$ cat src/rtl/pe_op_sequencer.sv
// pe_op_sequencer
// Programmable op sequencer for one vectorized PE. A small program of {op, beats} entries is
// written over the cfg port while idle; after start, each entry drives the PE op for the
// requested number of accepted SIMD beats, raising tlast on the final beat of each entry.
//
// Ports:
//   clk, rst              clock, synchronous active-high reset
//   cfg_we/addr/op/beats  program entry write (IDLE only)
//   cfg_len, loop_en      entries to run and loop mode, latched on start
//   start, abort          run control (abort wins over start and beats)
//   i_tvalid1/2           observed PE lane valids
//   o_op, o_state         PE op and state controls
//   o_tlast               per-lane tlast for both PE inputs
//   o_busy, o_done        running flag, one-cycle end-of-program pulse
//   o_entry               current program entry
//   o_err                 sticky partial-lane-valid error
module pe_op_sequencer #(
    parameter int unsigned SIMD_degree = 16,
    parameter int unsigned NUM_ENTRIES = 8,
    parameter int unsigned BEAT_W      = 16
) (
    input  logic                             clk,
    input  logic                             rst,
    input  logic                             cfg_we,
    input  logic [$clog2(NUM_ENTRIES)-1:0]   cfg_addr,
    input  logic [2:0]                       cfg_op,
    input  logic [BEAT_W-1:0]                cfg_beats,
    input  logic [$clog2(NUM_ENTRIES):0]     cfg_len,
    input  logic                             loop_en,
    input  logic                             start,
    input  logic                             abort,
    input  logic [SIMD_degree-1:0]           i_tvalid1,
    input  logic [SIMD_degree-1:0]           i_tvalid2,
    output logic [2:0]                       o_op,
    output logic [1:0]                       o_state,
    output logic [SIMD_degree-1:0]           o_tlast,
    output logic                             o_busy,
    output logic                             o_done,
    output logic [$clog2(NUM_ENTRIES)-1:0]   o_entry,
    output logic                             o_err
);

    localparam int unsigned EntryW = $clog2(NUM_ENTRIES);
    localparam int unsigned LenW   = EntryW + 1;

    // Op encodings shared with the PE: NOP=0, ADD=1, MUL=2, MACC=3.
    localparam logic [2:0] OpNop        = 3'd0;
    localparam logic [1:0] StatePayload = 2'b01;

    typedef enum logic {StIdle, StRun} fsmState_t;

    fsmState_t            stateQ, stateD;
    logic [EntryW-1:0]    entryQ, entryD;
    logic [BEAT_W-1:0]    beatCntQ, beatCntD;
    logic [LenW-1:0]      lenQ, lenD;
    logic                 loopQ, loopD;
    logic                 errQ, errD;
    logic                 doneQ, doneD;

    // Program memory: deliberately not reset so a program survives rst.
    logic [2:0]           progOp    [NUM_ENTRIES];
    logic [BEAT_W-1:0]    progBeats [NUM_ENTRIES];

    always_ff @(posedge clk) begin
        if (cfg_we && stateQ == StIdle) begin
            progOp[cfg_addr]    <= cfg_op;
            progBeats[cfg_addr] <= cfg_beats;
        end
    end

    logic [2:0]        curOp;
    logic [BEAT_W-1:0] curBeats;
    logic [BEAT_W-1:0] lastCnt;
    logic              isRun;
    logic              atLastBeat;
    logic              lastEntry;
    logic              needV2;
    logic              v1Partial;
    logic              v2Partial;
    logic              accept;

    always_comb begin
        curOp      = progOp[entryQ];
        curBeats   = progBeats[entryQ];
        // A zero beat count behaves as a single beat.
        lastCnt    = (curBeats == '0) ? '0 : curBeats - BEAT_W'(1);
        isRun      = (stateQ == StRun);
        atLastBeat = (beatCntQ == lastCnt);
        lastEntry  = ({1'b0, entryQ} == lenQ - LenW'(1));
        needV2     = (curOp != OpNop);
        v1Partial  = (|i_tvalid1) && !(&i_tvalid1);
        v2Partial  = needV2 && (|i_tvalid2) && !(&i_tvalid2);
        accept     = isRun && (&i_tvalid1) && (!needV2 || (&i_tvalid2));
    end

    always_comb begin
        stateD   = stateQ;
        entryD   = entryQ;
        beatCntD = beatCntQ;
        lenD     = lenQ;
        loopD    = loopQ;
        errD     = errQ;
        doneD    = 1'b0;
        unique case (stateQ)
            StIdle: begin
                if (!abort && start && cfg_len != '0) begin
                    stateD   = StRun;
                    entryD   = '0;
                    beatCntD = '0;
                    lenD     = cfg_len;
                    loopD    = loop_en;
                    errD     = 1'b0;
                end
            end
            StRun: begin
                if (abort) begin
                    stateD   = StIdle;
                    entryD   = '0;
                    beatCntD = '0;
                end else begin
                    if (v1Partial || v2Partial) begin
                        errD = 1'b1;
                    end
                    if (accept) begin
                        if (atLastBeat) begin
                            beatCntD = '0;
                            if (!lastEntry) begin
                                entryD = entryQ + EntryW'(1);
                            end else if (loopQ) begin
                                entryD = '0;
                            end else begin
                                stateD = StIdle;
                                entryD = '0;
                                doneD  = 1'b1;
                            end
                        end else begin
                            beatCntD = beatCntQ + BEAT_W'(1);
                        end
                    end
                end
            end
            default: stateD = StIdle;
        endcase
    end

    always_ff @(posedge clk) begin
        if (rst) begin
            stateQ   <= StIdle;
            entryQ   <= '0;
            beatCntQ <= '0;
            lenQ     <= '0;
            loopQ    <= 1'b0;
            errQ     <= 1'b0;
            doneQ    <= 1'b0;
        end else begin
            stateQ   <= stateD;
            entryQ   <= entryD;
            beatCntQ <= beatCntD;
            lenQ     <= lenD;
            loopQ    <= loopD;
            errQ     <= errD;
            doneQ    <= doneD;
        end
    end

    // Op and tlast come straight from registers so entry changes need no bubble cycle.
    always_comb begin
        o_op    = isRun ? curOp : OpNop;
        o_state = isRun ? StatePayload : 2'b00;
        o_tlast = (isRun && atLastBeat) ? '1 : '0;
        o_busy  = isRun;
        o_done  = doneQ;
        o_entry = entryQ;
        o_err   = errQ;
    end

endmodule

$ cat config.mk
export PLATFORM = sky130hd
export DESIGN_NAME = pe_op_sequencer
export DESIGN_NICKNAME = d
export VERILOG_FILES = /design/src/rtl/pe_op_sequencer.sv
export SDC_FILE = /design/constraint.sdc
export NUM_CORES = 1
export LEC_CHECK = 0
export CORE_AREA = 2 2 150 152
export CTS_CLUSTER_SIZE = 8
export DETAILED_ROUTE_END_ITERATION = 7
export DIE_AREA = 0 0 152 154
export PLACE_DENSITY = 0.57
export SETUP_SLACK_MARGIN = 0.3
export SLEW_MARGIN = 20
export SYNTH_ARGS = -nofsm -noshare
export SYNTH_HDL_FRONTEND = slang
export SYNTH_SLANG_ARGS = --single-unit
$ cat constraint.sdc
create_clock -name clk -period 9.2 [get_ports clk]
set_input_delay 1.84 -clock clk [delete_from_list [all_inputs] [get_ports clk]]
set_output_delay 1.84 -clock clk [all_outputs]
set_load 0.05 [all_outputs]
# Word-level counts from Yosys, hierarchy flattened
# Memory sizes are Yosys's and may differ from the RTL's. A register that Yosys moved wholly into a read port is not among the register bits.
# Cells that the tools add are included.
# classes
muxes	33
n_bitwise	4
reduce_logical	27
n_eq_ne	7
add_sub_neg	4
# op_table
operator	count
two-way mux 16 bit	6
one-hot mux 16 bit (2 select lines)	1
AND reduction 16 bit	2
OR reduction 16 bit	2
two-way mux 3 bit	10
adder 16 x 1 -> 16 bit (second input constant)	1
equality test 16 bit	1
logical NOT 16 bit	1
subtractor 16 x 1 -> 16 bit (second input constant)	1
two-way mux 1 bit	13
logical AND 1 bit	9
!= test 3 x 2 -> 1 bit (second input constant)	2
one-hot mux 3 bit (2 select lines)	1
AND reduction 3 bit	2
OR reduction 6 bit	1
equality test 3 x 4 -> 1 bit	1
logical NOT 1 bit	4
!= test 2 x 1 -> 1 bit (second input constant)	2
inverter 1 bit	4
one-hot mux 1 bit (2 select lines)	2
AND reduction 2 bit	2
nonzero test 4 bit	1
subtractor 4 x 1 -> 4 bit (second input constant)	1
adder 3 x 1 -> 3 bit (second input constant)	1
3 further kinds	4
# word_totals
wordCells	84
regBits	27
mem_bits_rw	152
inputBits	64
mem_count	2
out_inout_bits	27
# memory_table
name	words	width	read_ports	rd_clocked_by_memory_dff	write_ports	line_no	source
progBeats	8	16	1	1	1	62	logic [BEAT_W-1:0] progBeats [NUM_ENTRIES];
progOp	8	3	1	1	1	61	logic [2:0] progOp [NUM_ENTRIES];

# Depth between registers and ports, before layout
# logic_depth
depth_word	9
mapped_depth	16
ltp_nobuf	11

# Least setup slack after synthesis
# No wires, ideal clock.
# synth_timing
kind	register to output
from	register with a tool-made name
to	output o_tlast[10]
arrival_ns	4.127
stages_incl_launch_ff	14
path_slack_ns	3.233
path_buffers	5
required_ns	7.360
cell_sequence	dfxtp_1 -> buf_4 -> buf_6 -> buf_6 -> buf_4 -> mux2i_1 -> nand2_2 -> or4_4 -> o32a_1 -> xnor2_1 -> nor4_1 -> and4_1 -> and3_1 -> buf_4
# synth_lines
item	line_no	source
end, declared	36	output logic [SIMD_degree-1:0] o_tlast,

==> results.yml <==
status:
  status: "finished, final reports clean"
place:
  post-place-ws_ns: 1.660
  gp_congestion: 0.8563
  port_buffers: 89
  dpl.hpwl_mm: 13.83
floorplanning:
  die_area_um2: 23410
  coreArea_um2: 21690
  initial_core_util_pct: 39.63
  ios: 91
  die_width_um: 152
  rows: 54
  die_y_um: 154
yosys:
  synth_ff_type: "edfxtp_1"
  synthSimpleGateAreaFrac_pct: 11.75
  ys_async_sr_fraction_pct: 0
  post-synth-top-area-cell: "edfxtp_1"
  yosys.cell_types.count: 74
  ys_top_cells_by_area: "edfxtp_1 53%, mux4_2 9.4%, dfxtp_1 7.0%"
  synth-xor-area-share_pct: 3.319
  ys_seq_elements: 182
  syn_avg_cell_area_um2: 14.02
  synth.net_count: 681
  muxShareOfSynthArea_pct: 14.08
  synth_edf_count: 152
  yosysTopAreaCellShare_pct: 53.10
  syn-cell-area_um2: 8596
  yosysSeqAreaShare_pct: 60.09
  synth-compound-area-share_pct: 6.565
  netlist_instances: 613
  yosysWarnings: 0
  synth_fa_ha_area_share_pct: 0.5822
  synth_top_family_by_area: "multiplexers"
cts:
  cts.sinks: 182
  post_cts_buffers: 0
  worstSkewPairLatency_ns: 0.44
  clockBufferDepth: 2
  clk_pin_slew_ns: 0.07
  cts_buffers: 17
  cts_root_buf: "clkbuf_16"
  cts_tree: "built"
  cts-resized-gates: 0
  cts-hold-fix-buffers: 0
  h-tree-depth: 4
routing:
  drc_errors: 0
  via_count: 5519
  drt_iter0_drc: 324
  drt-total-wl_mm: 20.28
  via_per_inst: 5.592
  wl_per_cell_um: 20.54
  antenna_left: 0
  dr.pass1.iters: 5
sta:
  hold_viol_final: 0
  fin_crit_ns: 7.927
  period_share_pct: 86.17
  fin_setup_tns_ns: 0
  worst_slew_pin_slew_ns: 0.9682
  slew_viol_final: 0
  maxSlewHeadroom_pct: 33.61
  setup_slack_ns: 1.273
  fin_skew_ns: 0.01348
  rsz0062_at_grt: "false"
  fmax_mhz: 126.1
  setup_viol: 0
  fin_hold_ws_ns: 0.4571
power_and_ir_drop:
  ir_drop_v: 0.0001171
  power_density_nw_per_um2: 166.3
  power.leakage_nw: 3.145
  total_power_w: 0.001710
worst_setup_path:
  critPathKind: "flip-flop to output port"
  crit_family: "simple AND/OR/NAND/NOR gates"
  cpPeakStageDelay_ns: 0.96
  crit_fanout: 20
  worstPathArrival_ns: 6.09
  required_ns: 7.36
  cp_slowest_cell: "dfxtp_1"
  reg2reg_slack_ns: 3.61
  endpoint_kind: "output port"
  path_buf_inv: 2
  path_cells: "buf_4 -> mux4_2 -> mux2i_1 -> nand3_2 -> or4_4 -> o32a_1 -> xnor2_1 -> nor4_1 -> and4_1 -> and3_1 -> clkdlybuf4s50_1"
  worst_setup_path_start_kind: "flip-flop"
min_path:
  min_path_type: "flip-flop to flip-flop"
global_route:
  grt_overflow: 0
  grt_max_degree: 24
  grt_pass1_vias: 5474
  antenna_found_initial: 0
  grtUsageTotal_pct: 17.61
  grt_pass1_wl_mm: 31.62
finish:
  area.growth.synth_to_final_pct: 19.59
  drive_gt1_share_pct: 15.56
  mostFrequentLayoutCells: "152 x edfxtp_1, 89 x clkdlybuf4s50_1, 45 x nor2_1"
  layout_commonest_cell: "edfxtp_1"
  diodes: 0
  nNetsFinal: 762
run:
  drv_cap: 0
[Yosys cell counts (3+ instances only)]
master and n:
edfxtp_1 152, nor2_1 46, mux4_2 36, nand2_1 36, dfxtp_1 30, mux2i_1 25, nor4_1 22, buf_4 20
nand4_1 20, nor3_1 17, xor2_1 16, o21ai_0 15, nand3_1 14, xnor2_1 14, inv_1 13, a21oi_1 11
clkbuf_1 10, mux2_2 10, nand2b_1 7, o22ai_1 5, a22oi_1 4, and4_1 4, buf_6 4, ha_1 4
o211ai_1 4, a211oi_1 3, a22o_1 3, a31oi_1 3, and2_1 3, and3_1 3, buf_1 3, buf_2 3
o2111ai_1 3, o41ai_1 3
[power by group]
| group | internal [W] | leakage [nW] | switching (W) | total, W |
|---|---|---|---|---|
| Combinational | 0.0000407 | 1.25 | 0.0000496 | 0.0000904 |
| Clock | 0.000359 | 0.275 | 0.000349 | 0.000708 |
| Sequential | 0.000907 | 1.62 | 0.00000468 | 0.000912 |
| Total | 0.00131 | 3.15 | 0.000404 | 0.00171 |
[stage by stage]
step	util (%)	cell area, um2	std cells
after detailed placement	44.81	9719	955
after global placement	44.81	9719	955
final	47.40	10280	987
after global routing	47.40	10280	987
after floorplan	-	8596	613
after CTS	47.40	10280	987
[worst reg2reg max path, stage by stage, from the launching register on]
cell and delay, ns:
dfxtp_2 0.79, buf_4 0.45, mux4_2 0.57, mux2_2 0.33
nor3_1 0.57, nand2_1 0.22, a2111oi_0 0.82, nand4b_1 0.17
nand4bb_1 0.27, or4b_4 0.58, a21oi_4 0.42, mux2i_1 0.24
[cells by family after synthesis]
logic type               Yosys count
buffers and inverters             53
adder cells (fa/ha/maj)            4
multiplexers                      73
other                              1
XOR/XNOR                          31
flip-flops                       182
AND/OR/NAND/NOR                  191
AO/OA/AOI/OAI                     78
[flip-flops by register name, summed over array words and instances (netlist names), named ones only]
name,count
o_done,1
progBeats,128
beatCntQ,16
lenQ,4
o_entry,3
o_busy,1
loopQ,1
o_err,1
progOp,24
[per-layer routing]
| metal | vias to the layer above | wire (um) | track usage (%) |
|---|---|---|---|
| met5 | - | 0 | 0 |
| met4 | 0 | 342 | 6.053 |
| li1 | 2586 | - | - |
| met1 | 2769 | 9198 | 23.72 |
| met3 | 22 | 712 | 2.762 |
| met2 | 142 | 10020 | 29.26 |
[final cells by class]
cell class | instances | area (um2)
repair buffers | 102 | 988.4
multi-input cells | 378 | 3164
clock inverters | 14 | 131.4
flip-flops and latches | 182 | 5167
inverters | 13 | 48.80
fillers | 1885 | 11410
well taps | 280 | 350.3
clock buffers | 18 | 429.2
[path summary, 6_finish.rpt]
path                            from            endpoint  depth (start not counted)
setup / recovery           flip-flop          o_tlast[0]                         11
hold / removal    loopQ$_SDFFE_PP0P_  loopQ$_SDFFE_PP0P_                          2
setup reg to reg           flip-flop           flip-flop                         11
hold reg to reg   loopQ$_SDFFE_PP0P_  loopQ$_SDFFE_PP0P_                          2
Note: power is estimated with default switching activity, not from simulation.
